<file path="config.mk">
export PLATFORM = sky130hd
export DESIGN_NAME = fetch_unit
export DESIGN_NICKNAME = d
export VERILOG_FILES = /design/src/rtl/cpu_pkg.sv /design/src/rtl/fetch_queue.sv /design/src/rtl/fetch_unit.sv
export SDC_FILE = /design/constraint.sdc
export NUM_CORES = 1
export LEC_CHECK = 0
export ABC_CLOCK_PERIOD_IN_PS = 3200
export BUFFER_PORTS_ARGS = -buffer_cell sky130_fd_sc_hd__buf_4
export CAP_MARGIN = 20
export CORE_ASPECT_RATIO = 1.4
export CORE_MARGIN = 1
export CORE_UTILIZATION = 35
export CTS_BUF_LIST = sky130_fd_sc_hd__clkbuf_16
export DETAILED_ROUTE_END_ITERATION = 16
export GPL_TIMING_DRIVEN = 0
export PLACE_DENSITY = 0.52
export SLEW_MARGIN = 25
export SYNTH_ARGS = -nofsm -noshare
export SYNTH_HDL_FRONTEND = slang
export SYNTH_SLANG_ARGS = --single-unit
</file>
<file path="constraint.sdc">
create_clock -name clk -period 3.2 [get_ports clk]
set_input_delay 0.16 -clock clk [delete_from_list [all_inputs] [get_ports clk]]
set_output_delay 0.16 -clock clk [all_outputs]
set_load 0.05 [all_outputs]
</file>
<file path="src/rtl/cpu_pkg.sv">
// Shared definitions for the cpu core: datapath widths, PC increment and fetch FSM states.
package cpu_pkg;

   localparam int XLEN    = 32;
   localparam int INST_W  = 32;
   localparam int PC_STEP = 4;

   typedef enum logic {
      FETCH,
      FLUSH
   } fetch_state_t;

endpackage

</file>
<file path="src/rtl/fetch_queue.sv">
// Synchronous FIFO holding fetched {pc, inst} records; head is read straight from registers.
module fetch_queue #(
   parameter int DEPTH = 4,
   parameter int WIDTH = 64
) (
   input  logic                   clk_i,
   input  logic                   rst_ni,
   input  logic                   push_i,
   input  logic [WIDTH-1:0]       pushData_i,
   input  logic                   pop_i,
   input  logic                   flush_i,
   output logic [$clog2(DEPTH):0] count_o,
   output logic                   headValid_o,
   output logic [WIDTH-1:0]       headData_o
);

   localparam int PTR_W = $clog2(DEPTH);

   logic [WIDTH-1:0] mem_q [DEPTH];
   logic [PTR_W-1:0] wrPtr_q;
   logic [PTR_W-1:0] rdPtr_q;
   logic [PTR_W:0]   count_q;
   logic             doPush;
   logic             doPop;

   assign doPush      = push_i && !flush_i;
   assign doPop       = pop_i && (count_q != '0) && !flush_i;
   assign count_o     = count_q;
   assign headValid_o = (count_q != '0);
   assign headData_o  = headValid_o ? mem_q[rdPtr_q] : '0;

   // A flush wins over push/pop; a pop in the flush cycle is already consumed by the reader.
   always_ff @(posedge clk_i or negedge rst_ni) begin
      if (!rst_ni) begin
         wrPtr_q <= '0;
         rdPtr_q <= '0;
         count_q <= '0;
      end else if (flush_i) begin
         wrPtr_q <= '0;
         rdPtr_q <= '0;
         count_q <= '0;
      end else begin
         if (doPush) wrPtr_q <= wrPtr_q + PTR_W'(1);
         if (doPop)  rdPtr_q <= rdPtr_q + PTR_W'(1);
         count_q <= count_q + (PTR_W+1)'(doPush) - (PTR_W+1)'(doPop);
      end
   end

   always_ff @(posedge clk_i) begin
      if (doPush) mem_q[wrPtr_q] <= pushData_i;
   end

   assert property (@(posedge clk_i) disable iff (!rst_ni)
      doPush |-> (count_q < (PTR_W+1)'(DEPTH)) || doPop);

endmodule

</file>
<file path="src/rtl/fetch_unit.sv">
// Instruction fetch front end: PC, in-order memory requests, instruction queue and redirect flush.
module fetch_unit
   import cpu_pkg::*;
#(
   parameter int               DEPTH    = 4,
   parameter logic [XLEN-1:0]  RESET_PC = 32'h0000_0000
) (
   input  logic               clk,
   input  logic               rst,
   output logic               imem_req_valid,
   output logic [XLEN-1:0]    imem_req_addr,
   input  logic               imem_req_ready,
   input  logic               imem_resp_valid,
   input  logic [INST_W-1:0]  imem_resp_data,
   input  logic               redirect,
   input  logic [XLEN-1:0]    redirect_pc,
   output logic               inst_valid,
   output logic [INST_W-1:0]  inst,
   output logic [XLEN-1:0]    inst_pc,
   input  logic               inst_ready
);

   localparam int CNT_W = $clog2(DEPTH) + 1;

   fetch_state_t             state_q;
   logic [XLEN-1:0]          fetchPc_q;
   logic [XLEN-1:0]          respPc_q;
   logic [CNT_W-1:0]         outstanding_q;
   logic [CNT_W-1:0]         outstanding_d;
   logic [CNT_W-1:0]         drop_q;
   logic [CNT_W-1:0]         queueCount;
   logic [CNT_W:0]           inFlight;
   logic                     reqFire;
   logic                     push;
   logic                     pop;
   logic                     headValid;
   logic [XLEN+INST_W-1:0]   headData;
   logic [XLEN-1:0]          redirectTarget;

   // Queued plus outstanding words never exceed DEPTH, so a response always has a free slot.
   assign inFlight       = {1'b0, queueCount} + {1'b0, outstanding_q};
   assign imem_req_valid = rst && (state_q == FETCH) && (inFlight < (CNT_W+1)'(DEPTH)) && !redirect;
   assign imem_req_addr  = fetchPc_q;
   assign reqFire        = imem_req_valid && imem_req_ready;
   assign push           = imem_resp_valid && (state_q == FETCH) && !redirect;
   assign pop            = headValid && inst_ready;
   assign outstanding_d  = outstanding_q + CNT_W'(reqFire) - CNT_W'(imem_resp_valid);
   assign redirectTarget = redirect_pc & ~XLEN'(3);

   assign inst_valid = headValid;
   assign inst       = headData[INST_W-1:0];
   assign inst_pc    = headData[XLEN+INST_W-1:INST_W];

   // Responses still owed after a redirect belong to the old stream and are counted off in FLUSH.
   always_ff @(posedge clk or negedge rst) begin
      if (!rst) begin
         state_q       <= FETCH;
         fetchPc_q     <= RESET_PC;
         respPc_q      <= RESET_PC;
         outstanding_q <= '0;
         drop_q        <= '0;
      end else begin
         outstanding_q <= outstanding_d;
         if (redirect) begin
            fetchPc_q <= redirectTarget;
            respPc_q  <= redirectTarget;
            drop_q    <= outstanding_d;
            state_q   <= (outstanding_d != '0) ? FLUSH : FETCH;
         end else begin
            if (reqFire) fetchPc_q <= fetchPc_q + XLEN'(PC_STEP);
            if (push)    respPc_q  <= respPc_q + XLEN'(PC_STEP);
            if ((state_q == FLUSH) && imem_resp_valid) begin
               drop_q <= drop_q - CNT_W'(1);
               if (drop_q == CNT_W'(1)) state_q <= FETCH;
            end
         end
      end
   end

   fetch_queue #(
      .DEPTH (DEPTH),
      .WIDTH (XLEN + INST_W)
   ) u_queue (
      .clk_i       (clk),
      .rst_ni      (rst),
      .push_i      (push),
      .pushData_i  ({respPc_q, imem_resp_data}),
      .pop_i       (pop),
      .flush_i     (redirect),
      .count_o     (queueCount),
      .headValid_o (headValid),
      .headData_o  (headData)
   );

endmodule

</file>
# After elaboration in Yosys (flattened, before gate mapping)
# Memory sizes are Yosys's and may differ from the RTL's.
# Cells that the tools add are included.
# totals
regBits,78
ramBits,256
in_bits,70
out_inout_bits,98
wordCells,61
memories,1
# op_classes
add_sub_neg,10
n_lt_le_gt_ge,1
eq_ne,1
mux,18
bitwise,1
reduce_logical,21
# mem_list
name,words,width,rd,rd_ports_with_merged_regs,wr,line_no,text
u_queue.mem_q,4,64,1,0,1,fetch_queue.sv:19,logic [WIDTH-1:0] mem_q [DEPTH];
# op_table
cell,n
2-to-1 mux 32 bit,4
adder 32 x 3 -> 32 bit (second input constant),2
2-to-1 mux 64 bit,1
nonzero test 2 bit,6
logical AND 1 bit,11
2-to-1 mux 3 bit,3
2-to-1 mux 2 bit,4
adder 3 x 1 -> 3 bit,2
2-to-1 mux 1 bit,6
nonzero test 3 bit,2
subtractor 3 x 1 -> 3 bit,2
adder 2 x 1 -> 2 bit (second input constant),2
adder 3 x 3 -> 4 bit,1
less-than comparator 4 x 3 -> 1 bit (second input constant),1
equality test 3 x 1 -> 1 bit (second input constant),1
subtractor 3 x 1 -> 3 bit (second input constant),1
AND reduction 2 bit,1
logical NOT 1 bit,1
inverter 1 bit,1

# Depth between registers and ports, before layout
# Gate-level depths: netlist of run 1.
# depth
word_depth,10
mapped_depth,14
mapped_depth_nobuf,12

# Cells and area by module
# Synthesis of run 1 repeated with hierarchy kept, for this count alone.
# hier_totals
cells_unflattened,878
hier_area_um2,14047.2
# modules_own_cells
module,n_inst,cells_per_inst,area_each_um2,seq_area_each_um2
fetch_queue,1,449,10154.7,7862.5
fetch_unit,1,429,3892.5,1676.6

# Worst setup path after synthesis of run 1
# OpenSTA, ideal clock, no wires.
# synth_path
path_type,register to register
start,reg outstanding_q[2]
end,reg state_q
setup_time_ps,134
arrival_ps,2750
required_ps,3066
setup_slack_ps,316
stages_incl_launch_ff,15
path_buffers,2
period_less_slack_ps,2884
cell_sequence,dfrtp_1 > ha_1 > nor4b_1 > and4_1 > buf_2 > inv_1 > buf_2 > ha_1 > inv_1 > ha_1 > inv_1 > fa_1 > inv_1 > nor3_1 > o21ai_0
# synth_via
elab_chain_cells,10
# synth_lines
item,line_no,text
from (decl),fetch_unit.sv:28,logic [CNT_W-1:0] outstanding_q;
from (signal assigned),fetch_unit.sv:63,outstanding_q <= outstanding_d;
adder 3 x 3 -> 4 bit,fetch_unit.sv:41,"assign inFlight = {1'b0, queueCount} + {1'b0, outstanding_q};"
less-than comparator 4 x 3 -> 1 bit,fetch_unit.sv:42,assign imem_req_valid = rst && (state_q == FETCH) && (inFlight < (CNT_W+1)'(DEPTH)) && !redirect;
logical AND 1 bit (2 in series),fetch_unit.sv:42,
logical AND 1 bit,fetch_unit.sv:44,assign reqFire = imem_req_valid && imem_req_ready;
adder 3 x 1 -> 3 bit,fetch_unit.sv:47,assign outstanding_d = outstanding_q + CNT_W'(reqFire) - CNT_W'(imem_resp_valid);
subtractor 3 x 1 -> 3 bit,fetch_unit.sv:47,
via outstanding_d[1],fetch_unit.sv:29,logic [CNT_W-1:0] outstanding_d;
nonzero test 3 bit,fetch_unit.sv:68,state_q <= (outstanding_d != '0) ? FLUSH : FETCH;
2-to-1 mux 1 bit,fetch_unit.sv:68,
2-to-1 mux 1 bit,fetch_unit.sv:64,if (redirect) begin
to (signal assigned),fetch_unit.sv:68,
to (decl),fetch_unit.sv:25,fetch_state_t state_q;
# The timed path passes the listed nets, and every way through them passes these cells.
# A chain may end at the register's enable or synchronous reset.

# Worst setup path in the final report of run 1
# layout_path
start,"reg u_queue.count_q[2], in the netlist u_queue.count_o[2]"
end,reg state_q
# layout_via
elab_chain_cells,10
# layout_lines
item,line_no,text
from (decl),fetch_queue.sv:22,logic [PTR_W:0] count_q;
from (signal assigned),fetch_queue.sv:45,count_q <= count_q + (PTR_W+1)'(doPush) - (PTR_W+1)'(doPop);
adder 3 x 3 -> 4 bit,fetch_unit.sv:41,
less-than comparator 4 x 3 -> 1 bit,fetch_unit.sv:42,
logical AND 1 bit (2 in series),fetch_unit.sv:42,
logical AND 1 bit,fetch_unit.sv:44,
adder 3 x 1 -> 3 bit,fetch_unit.sv:47,
subtractor 3 x 1 -> 3 bit,fetch_unit.sv:47,
via outstanding_d[1],fetch_unit.sv:29,
nonzero test 3 bit,fetch_unit.sv:68,
2-to-1 mux 1 bit,fetch_unit.sv:68,
2-to-1 mux 1 bit,fetch_unit.sv:64,
# The timed path passes the listed nets, and every way through them passes these cells.

==> results.md, run 1 <==
- The flow ran to the end, and the final reports show no timing, DRC or antenna violations.
- The worst register-to-register path begins at u_queue.count_o[2].
- The worst setup path is captured at a flop.
- The total wire length is 32800 um.
- Clock-pin slew was measured on the worst setup and hold paths at 0.06 ns.
- The commonest non-fill, non-tap cell in the layout is sky130_fd_sc_hd__edfxtp_1.
- The number of iterations in the first detailed-routing pass is 5.
- The die extent in y is 235 um.
- The first global-routing pass estimated 49700 um of wire.
- The worst-case headroom to the max-slew limit is 0.364.
- From synthesis to final layout, the design area changed by 29.1%.
- The share of the cycle needed by the critical path after routing is 0.939.
- The count of endpoints failing setup in the final report is 0.
- The total track usage is 0.168.
- CTS built an H-tree with a depth of 2.
- In this run the deepest clock path goes through 3 buffers.
- The count of max-cap constraint violations is 0.
- The primary flip-flop cell chosen by synthesis mapping is sky130_fd_sc_hd__edfxtp_1.
- Entering global routing, the biggest net connects 49 pins.
- Dividing the detail-routed via count by the number of cells gives 4.90.
- The terminus of the critical flop-to-flop path is state_q.
- The area of all placed cells without fillers is 0.0176 sq mm.
- The starting density of the core is 0.355.
- TritonCTS built the clock tree.
- The netlist area before placement is 0.0136 sq mm.
- The die is 169 um wide.
- Setup repair after global routing left no endpoint under its margin.
- The capture point of the worst path is state_q.
- Once detailed placement completed, the half-perimeter wirelength came to 21900 um.
- For this run, the post-layout net count is 1210.
- Measured on the finished design, the core utilization comes to 0.458.
- The standby leakage power is 6.34 nW.
- The routed design could run at a clock period as short as 3.00 ns.
- The count of nets left with antenna violations once routing finished came out at 0.
- The final max-slew violation count is 0.
- The clock reaches the later pin of the worst-skew pair after 0.52 ns.
- STA puts the critical path data arrival time at 3.39 ns.
- The family of cells with the greatest summed delay on the critical path is adder cells.
- The total buffers and inverters traversed by the critical path is 6.
- The largest driver fanout on the critical path is 8.
- The path class of the tightest hold or removal check is input port to flop.
- The region available for standard cell placement spans 0.0384 sq mm.
- After synthesis, the mean cell area works out to 16.2 sq um.
- At the end of routability-driven placement, the weighted congestion stood at 0.877.
- The number of different library cells used by synthesis comes to 57.
- Synthesis produced 843 cells.
- In this run the register-to-register setup slack is 0.20 ns.
- The highest-delay cell along the critical path is sky130_fd_sc_hd__fa_2.
- Of the synthesized area, sequential elements account for 0.683.
- In the routed design, unresolved DRC markers number 0.
- The number of clock buffers added by TritonCTS is 34.
- For the pin with the worst max-slew slack, the measured transition is 0.941 ns.
- The critical path required time is 3.58 ns.
- The startpoint type of the worst setup path is a flop.
- Counting flops with an async set or reset pin after synthesis yields a share of 0.230.
- For the final database, setup skew stands at 0.0131 ns.
- Yosys printed 0 warnings.
- The number of gates on the worst path with buffers counted is 14.
- The number of antenna violations at the first check in global routing is 0.
- The delay contributed by the slowest stage of the critical path is 0.56 ns.
- Power spread over the standard cell area amounts to 764 mW/mm^2.
- The number of inserted diodes is 0.
- For this run, the top clock speed supported by timing is 0.333 GHz.
- The total number of placement rows is 85.
- The synthesized design contains 248 enable-type register cells.
- The residual overflow from global routing is 0.
- Walking the worst path, the cells encountered are ha_4, nor4b_4, and4_1, buf_6, inv_1, buf_6, ha_4, inv_2, ha_2, inv_1, fa_2, inv_2, nor3_2, o21ai_1.
- The detail-routed net length per standard cell is 19.7 um.
- The total number of clock tree sinks is 322.
- Pin placement for this block handled 168 I/O pins.
- The number of endpoints with negative hold slack in the final report is 0.
- The timing startpoint of the critical path is u_queue.count_o[2].
- In the final layout, the share of cells above drive strength 1 is 0.297.
- The cell area reported after detailed placement is 0.0156 sq mm.
- The worst setup path is of the flop to flop kind.
- For this block, the initial DRC count from the detailed router was 456.
- The number of buffer cells added on primary ports is 161.
- The master cell of the clock root buffer is sky130_fd_sc_hd__clkbuf_16.
- The synthesized design contains 322 register bits.
- The total via count in the routed design is 8185.
- The worst-case IR drop observed on VDD is 0.000376 V.
- The number of global-route vias before repair is 8410.
- In the layout the commonest cells are 248 x sky130_fd_sc_hd__edfxtp_1, 173 x sky130_fd_sc_hd__buf_4, 74 x sky130_fd_sc_hd__dfrtp_1, 67 x sky130_fd_sc_hd__and2_1.
- The number of cells on the worst hold path is 4.
- The die outline area is 0.0397 sq mm.
- The worst register-to-register path has a depth of 14.
## cell type report
type                       instances  area (sq um)
inverter                          19          71.3
tap                              522           653
timing repair buffer             243          2140
sequential                       322          9300
multi-input combinational        457          4120
clock buffer                      37           926
fill                            3468         20800
clock inverter                    23           148
buffer                            47           218
## worst min path at each step
stage                 startpoint                   to  slack (ns)
6_report              inst_ready   u_queue.rdPtr_q[1]        0.03
5_1_grt               inst_ready   u_queue.rdPtr_q[1]        0.02
4_1_cts               inst_ready   u_queue.rdPtr_q[1]       0.001
3_5_place_dp                 rst     imem_req_addr[6]        0.13
3_3_place_gp   imem_resp_data[4]  u_queue.mem_q[3][4]        0.36
2_1_floorplan                rst            drop_q[0]       -0.14
## worst min-delay path: cells and delay by family
family	cells	cell delay, ns
xor+xnor	1	0.07
buf+inv	1	0.12
simple gates	2	0.17
## cells in the mapped netlist (3+ instances only)
library cell / number / area (sq um)
sky130_fd_sc_hd__xnor2_1: 22 / 193
sky130_fd_sc_hd__o21ai_1: 4 / 20.0
sky130_fd_sc_hd__buf_1: 3 / 11.3
sky130_fd_sc_hd__nand2b_1: 5 / 31.3
sky130_fd_sc_hd__xor2_1: 22 / 193
sky130_fd_sc_hd__or4_1: 3 / 22.5
sky130_fd_sc_hd__o21ai_0: 27 / 135
sky130_fd_sc_hd__and3_1: 14 / 87.6
sky130_fd_sc_hd__a21boi_0: 5 / 37.5
sky130_fd_sc_hd__and4_1: 3 / 26.3
sky130_fd_sc_hd__nor2_1: 15 / 56.3
sky130_fd_sc_hd__edfxtp_1: 248 / 7450
sky130_fd_sc_hd__nor3_1: 6 / 30.0
sky130_fd_sc_hd__nand4_1: 20 / 125
sky130_fd_sc_hd__nand2_1: 46 / 173
sky130_fd_sc_hd__clkbuf_1: 30 / 113
sky130_fd_sc_hd__and2_1: 67 / 419
sky130_fd_sc_hd__a21oi_1: 6 / 30.0
sky130_fd_sc_hd__mux2_2: 12 / 135
sky130_fd_sc_hd__nand3_1: 38 / 190
sky130_fd_sc_hd__a31oi_1: 3 / 18.8
sky130_fd_sc_hd__nor2b_1: 3 / 18.8
sky130_fd_sc_hd__dfrtp_1: 74 / 1850
sky130_fd_sc_hd__o311ai_0: 4 / 35.0
sky130_fd_sc_hd__buf_4: 4 / 30.0
sky130_fd_sc_hd__ha_1: 14 / 175
sky130_fd_sc_hd__inv_1: 18 / 67.6
sky130_fd_sc_hd__o211ai_1: 17 / 128
sky130_fd_sc_hd__or3_1: 3 / 18.8
sky130_fd_sc_hd__mux4_2: 62 / 1400
sky130_fd_sc_hd__buf_2: 11 / 55.1
## routing by layer
metal / vias up / GRT usage / part of all wire
li1: 3796 / - / -
met1: 4146 / 0.205 / 0.41
met2: 196 / 0.298 / 0.53
met3: 47 / 0.0245 / 0.036
met4: 0 / 0.0623 / 0.030
met5: - / 0 / 0
## where the power goes
part           leakage, nW  internal (W)  switching, W  total (W)
Sequential            3.14       0.00483      0.000271    0.00510
Combinational         2.64       0.00166       0.00285    0.00451
Clock                0.558       0.00223       0.00158    0.00382
## through the flow
stage / setup WS [ns] / setup TNS (ns) / total power (W) / cells / hold WS, ns
after floorplan: 0.316 / 0 / 0.00817 / 846 / -0.136
after global placement: -1.06 / -257.00 / 0.00959 / 1529 / 0.362
after detailed placement: -0.503 / -1.58 / 0.00964 / 1535 / 0.126
after CTS: 0.0115 / 0 / 0.0136 / 1662 / 0.00108
after global routing: 0.0537 / 0 / 0.0140 / 1670 / 0.0170
final: 0.195 / 0 / 0.0134 / 1670 / 0.0264
## timing repair
item	CTS	global route
hold buffers	68	0
gates resized for setup	5	9
endpoints found under the setup margin	12	2
gates cloned	0	0
pin swaps	2	5
hold endpoints to repair	255	0
buffers inserted	0	8
## registers in the layout, indices dropped and copies added (netlist names)
signal and flops:
u_queue.mem_q 248, imem_req_addr 30, respPc_q 30, drop_q 3, outstanding_q 3, u_queue.count_o 3, u_queue.rdPtr_q 2, u_queue.wrPtr_q 2
state_q 1
## logic make-up after synthesis
kind of cell	after synthesis	share of synthesized area
AO/OA/AOI/OAI	75	0.0356
XOR/XNOR	44	0.0283
adder cells (fa/ha/maj)	16	0.0158
buffers and inverters	67	0.0206
flip-flops	322	0.683
multiplexers	75	0.113
other	1	0.000275
AND/OR/NAND/NOR	243	0.103
Note: power is estimated with default switching activity, not from simulation.
==> inputs of run 2 (changes only) <==
--- a/config.mk
+++ b/config.mk
@@ -10,11 +10,10 @@
 export CAP_MARGIN = 20
 export CORE_ASPECT_RATIO = 1.4
 export CORE_MARGIN = 1
-export CORE_UTILIZATION = 35
+export CORE_UTILIZATION = 58
 export CTS_BUF_LIST = sky130_fd_sc_hd__clkbuf_16
 export DETAILED_ROUTE_END_ITERATION = 16
-export GPL_TIMING_DRIVEN = 0
-export PLACE_DENSITY = 0.52
+export PLACE_DENSITY = 0.79
 export SLEW_MARGIN = 25
 export SYNTH_ARGS = -nofsm -noshare
 export SYNTH_HDL_FRONTEND = slang
==> run 2 against run 1 <==
Maximum frequency rose by 9.2%; largest power group unchanged; hold slack improved by 0.022 ns; core utilization rose by 27 points; cell count fell by 16%.
==> results.md, run 2 (same netlist as run 1, synthesis figures left out) <==
- Of the total power, combinational logic draws 0.332.
- Across the run, the number of max-cap violations was 0.
- The master cell of the clock root buffer is sky130_fd_sc_hd__clkbuf_16.
- Clock-pin slew was measured on the worst setup and hold paths at 0.06 ns.
- The total number of placement rows is 66.
- The multi-input logic area is 0.00406 sq mm.
- The final max-slew violation count is 0.
- The sequential cells in the finished layout cover a total of 0.00930 sq mm.
- The layout has 1482 filler cells.
- The total via count in the routed design is 8088.
- The number of global-route vias before repair came to 8429.
- The register with the most flip-flops is u_queue.mem_q.
- Dividing the final minimum period by the clock period gives 0.860.
- The die extent in y is 183 um.
- IR analysis of the VDD net gives a maximum drop of 0.000505 V.
- Leaving out fill and tap cells, the most frequent cell in the layout is sky130_fd_sc_hd__edfxtp_1.
- The largest buffer count on any clock path is 3.
- The tightest min-delay check is of the input port to flop type.
- Data on the critical path is required at its endpoint by 3.62 ns.
- For the final routed database, the setup TNS stands at 0 ns.
- The met3 wire length is 1450 um.
- The cell-internal power is 0.00833 W.
- The count of antenna-violating nets left after detailed routing is 0.
- Once the clock tree was built, the resizer swapped 0 gates to a different size.
- The setup path with the least slack is of type flop to flop.
- The total number of clock tree sinks is 322.
- Across every metal layer, demand over resource in global routing totals 0.232.
- The top cell types in the final layout, fill and taps aside, are 248 x sky130_fd_sc_hd__edfxtp_1, 174 x sky130_fd_sc_hd__buf_4, 72 x sky130_fd_sc_hd__dfrtp_1, 67 x sky130_fd_sc_hd__and2_1.
- The ratio of cells with drive above 1 in the final layout is 0.289.
- The floorplan step defined a die boundary enclosing 0.0241 sq mm.
- After clock tree synthesis, the flow added hold-fix buffers numbering 62.
- The worst hold slack is 0.0483 ns.
- The count of endpoints failing setup in the final report is 0.
- The count of buffers added by post-CTS timing repair for setup is 0.
- Detailed routing placed a total of 14600 um of wire on met2.
- The share of total power dissipated in sequential elements is 0.403.
- The endpoint arrival time on the critical path is 3.17 ns.
- Wires add up to 27500 um.
- The clock tree skew after final layout is 0.0259 ns.
- The later pin in the worst-skew pair is clocked with a latency of 0.56 ns.
- Counting cells, the worst reg-to-reg path comes to 12.
- The number of endpoints with negative hold slack in the final report is 0.
- The power density of the placed cells is 758 mW/mm^2.
- Routability-driven placement finished with a final weighted congestion of 0.898.
- The first global-routing pass estimated 43500 um of wire.
- The share of total power consumed by net switching is 0.348.
- The area inside the core boundary is 0.0231 sq mm.
- The standby leakage power is 6.11 nW.
- The worst hold path passes through 4 cells.
- TritonCTS built the clock tree.
- Setup repair after global routing left no endpoint under its margin.
- STA classifies the critical path endpoint as a flop.
- The net switching power of the design is 0.00443 W.
- The repair_antennas step left the layout with diodes totalling 0.
- The register with the most flip-flops in the layout has 248 of them.
- The worst-case headroom to the max-slew limit is 0.534.
- For the pin with the worst max-slew slack, the measured transition is 0.697 ns.
- The run finished with clean final reports.
- The starting DRC count in detailed routing is 555.
- The detailed router put a total of 10800 um of wire on met1.
- The area growth from synthesis to layout is 23.6%.
- The routed via count divided by cell count is 5.76.
- For this run, the post-layout net count is 1159.
- For this configuration, the core starts out at a cell density of 0.589.
- STA classifies the critical path startpoint as a flop.
- The number of clock buffers added by TritonCTS is 30.
- CTS built an H-tree with a depth of 1.
- The horizontal die dimension is 132 um.
- The fraction of power consumed by the clock network is 0.265.
- The number of buffer cells added on primary ports is 161.
- Entering global routing, the biggest net connects 75 pins.
- The number of antenna violations at the first check in global routing was 0.
- The highest attainable clock frequency is 0.363 GHz.
- In the routed design, unresolved DRC markers number 0.
- The highest metal layer carrying signal wires in the routed design is met4.
- Counting I/O delays and the setup requirement, the final critical path takes 2.75 ns.
- The detail-routed net length per standard cell is 19.6 um.
- Pin placement for this block handled 168 I/O pins.
- The wire-length estimate of the detail-placed layout is 16700 um.
- Global routing finished with a remaining overflow of 0.
- In this run the worst path has a maximum fanout of 2.
- The first TritonRoute pass finished after 5 iterations.
==> run 2: changes by cell type in the layout (fill, tap and decap cells not counted), sizes merged <==
cell and delta:
buf -18, clkbuf -35, clkinvlp +3, inv -1
==> run 2: path summary, 6_finish.rpt <==
kind	startpoint	endpoint	slack, ns
max in group asynchronous	rst	u_queue.rdPtr_q[0]	2.41
setup / recovery	outstanding_q[2]	state_q	0.45
setup reg to reg	outstanding_q[2]	state_q	0.45
hold / removal	imem_resp_valid	state_q	0.05
hold reg to reg	respPc_q[30]	u_queue.mem_q[3][62]	0.52
min in group asynchronous	rst	outstanding_q[0]	0.28
==> run 2: per-stage QoR <==
step,instances,setup slack (ns),total power [W],instance area (sq um),utilization
floorplan,846,0.316,0.00817,13600,-
global placement,1285,0.509,0.00938,15200,0.659
detailed placement,1285,0.434,0.00945,15200,0.659
CTS,1403,0.417,0.0129,16800,0.728
global route,1403,0.242,0.0133,16800,0.728
finish,1403,0.448,0.0128,16800,0.728
==> run 2: worst max-delay path, cell delays in order (launching register included) <==
cell	delay [ns]
sky130_fd_sc_hd__dfrtp_1	0.40
sky130_fd_sc_hd__ha_1	0.30
sky130_fd_sc_hd__nor4b_1	0.32
sky130_fd_sc_hd__and4_1	0.26
sky130_fd_sc_hd__inv_1	0.06
sky130_fd_sc_hd__ha_1	0.26
sky130_fd_sc_hd__inv_1	0.05
sky130_fd_sc_hd__ha_1	0.12
sky130_fd_sc_hd__inv_1	0.05
sky130_fd_sc_hd__fa_1	0.49
sky130_fd_sc_hd__inv_1	0.05
sky130_fd_sc_hd__nor3_1	0.17
sky130_fd_sc_hd__o21ai_0	0.09
==> run 2: final cells by class <==
| class | instances | area share |
|---|---|---|
| Clock inverter | 25 | 0.0106 |
| Timing Repair Buffer | 243 | 0.122 |
| Sequential cell | 322 | 0.553 |
| Clock buffer | 31 | 0.0461 |
| Tap cell | 306 | 0.0228 |
| Multi-Input combinational cell | 457 | 0.241 |
| Inverter | 19 | 0.00424 |
==> run 2: metal layers <==
metal / track usage / up-vias
met4: 0.0823 / 0
li1: - / 3687
met3: 0.0337 / 44
met1: 0.285 / 4051
met5: 0 / -
met2: 0.419 / 306
==> run 2: power by group through the flow <==
| stage | registers [W] | logic [W] | clock network [W] |
|---|---|---|---|
| floorplan | 0.00522 | 0.00295 | 0 |
| global placement | 0.00520 | 0.00419 | 0 |
| detailed placement | 0.00522 | 0.00423 | 0 |
| CTS | 0.00513 | 0.00430 | 0.00344 |
| global route | 0.00518 | 0.00451 | 0.00359 |
| finish | 0.00514 | 0.00424 | 0.00338 |
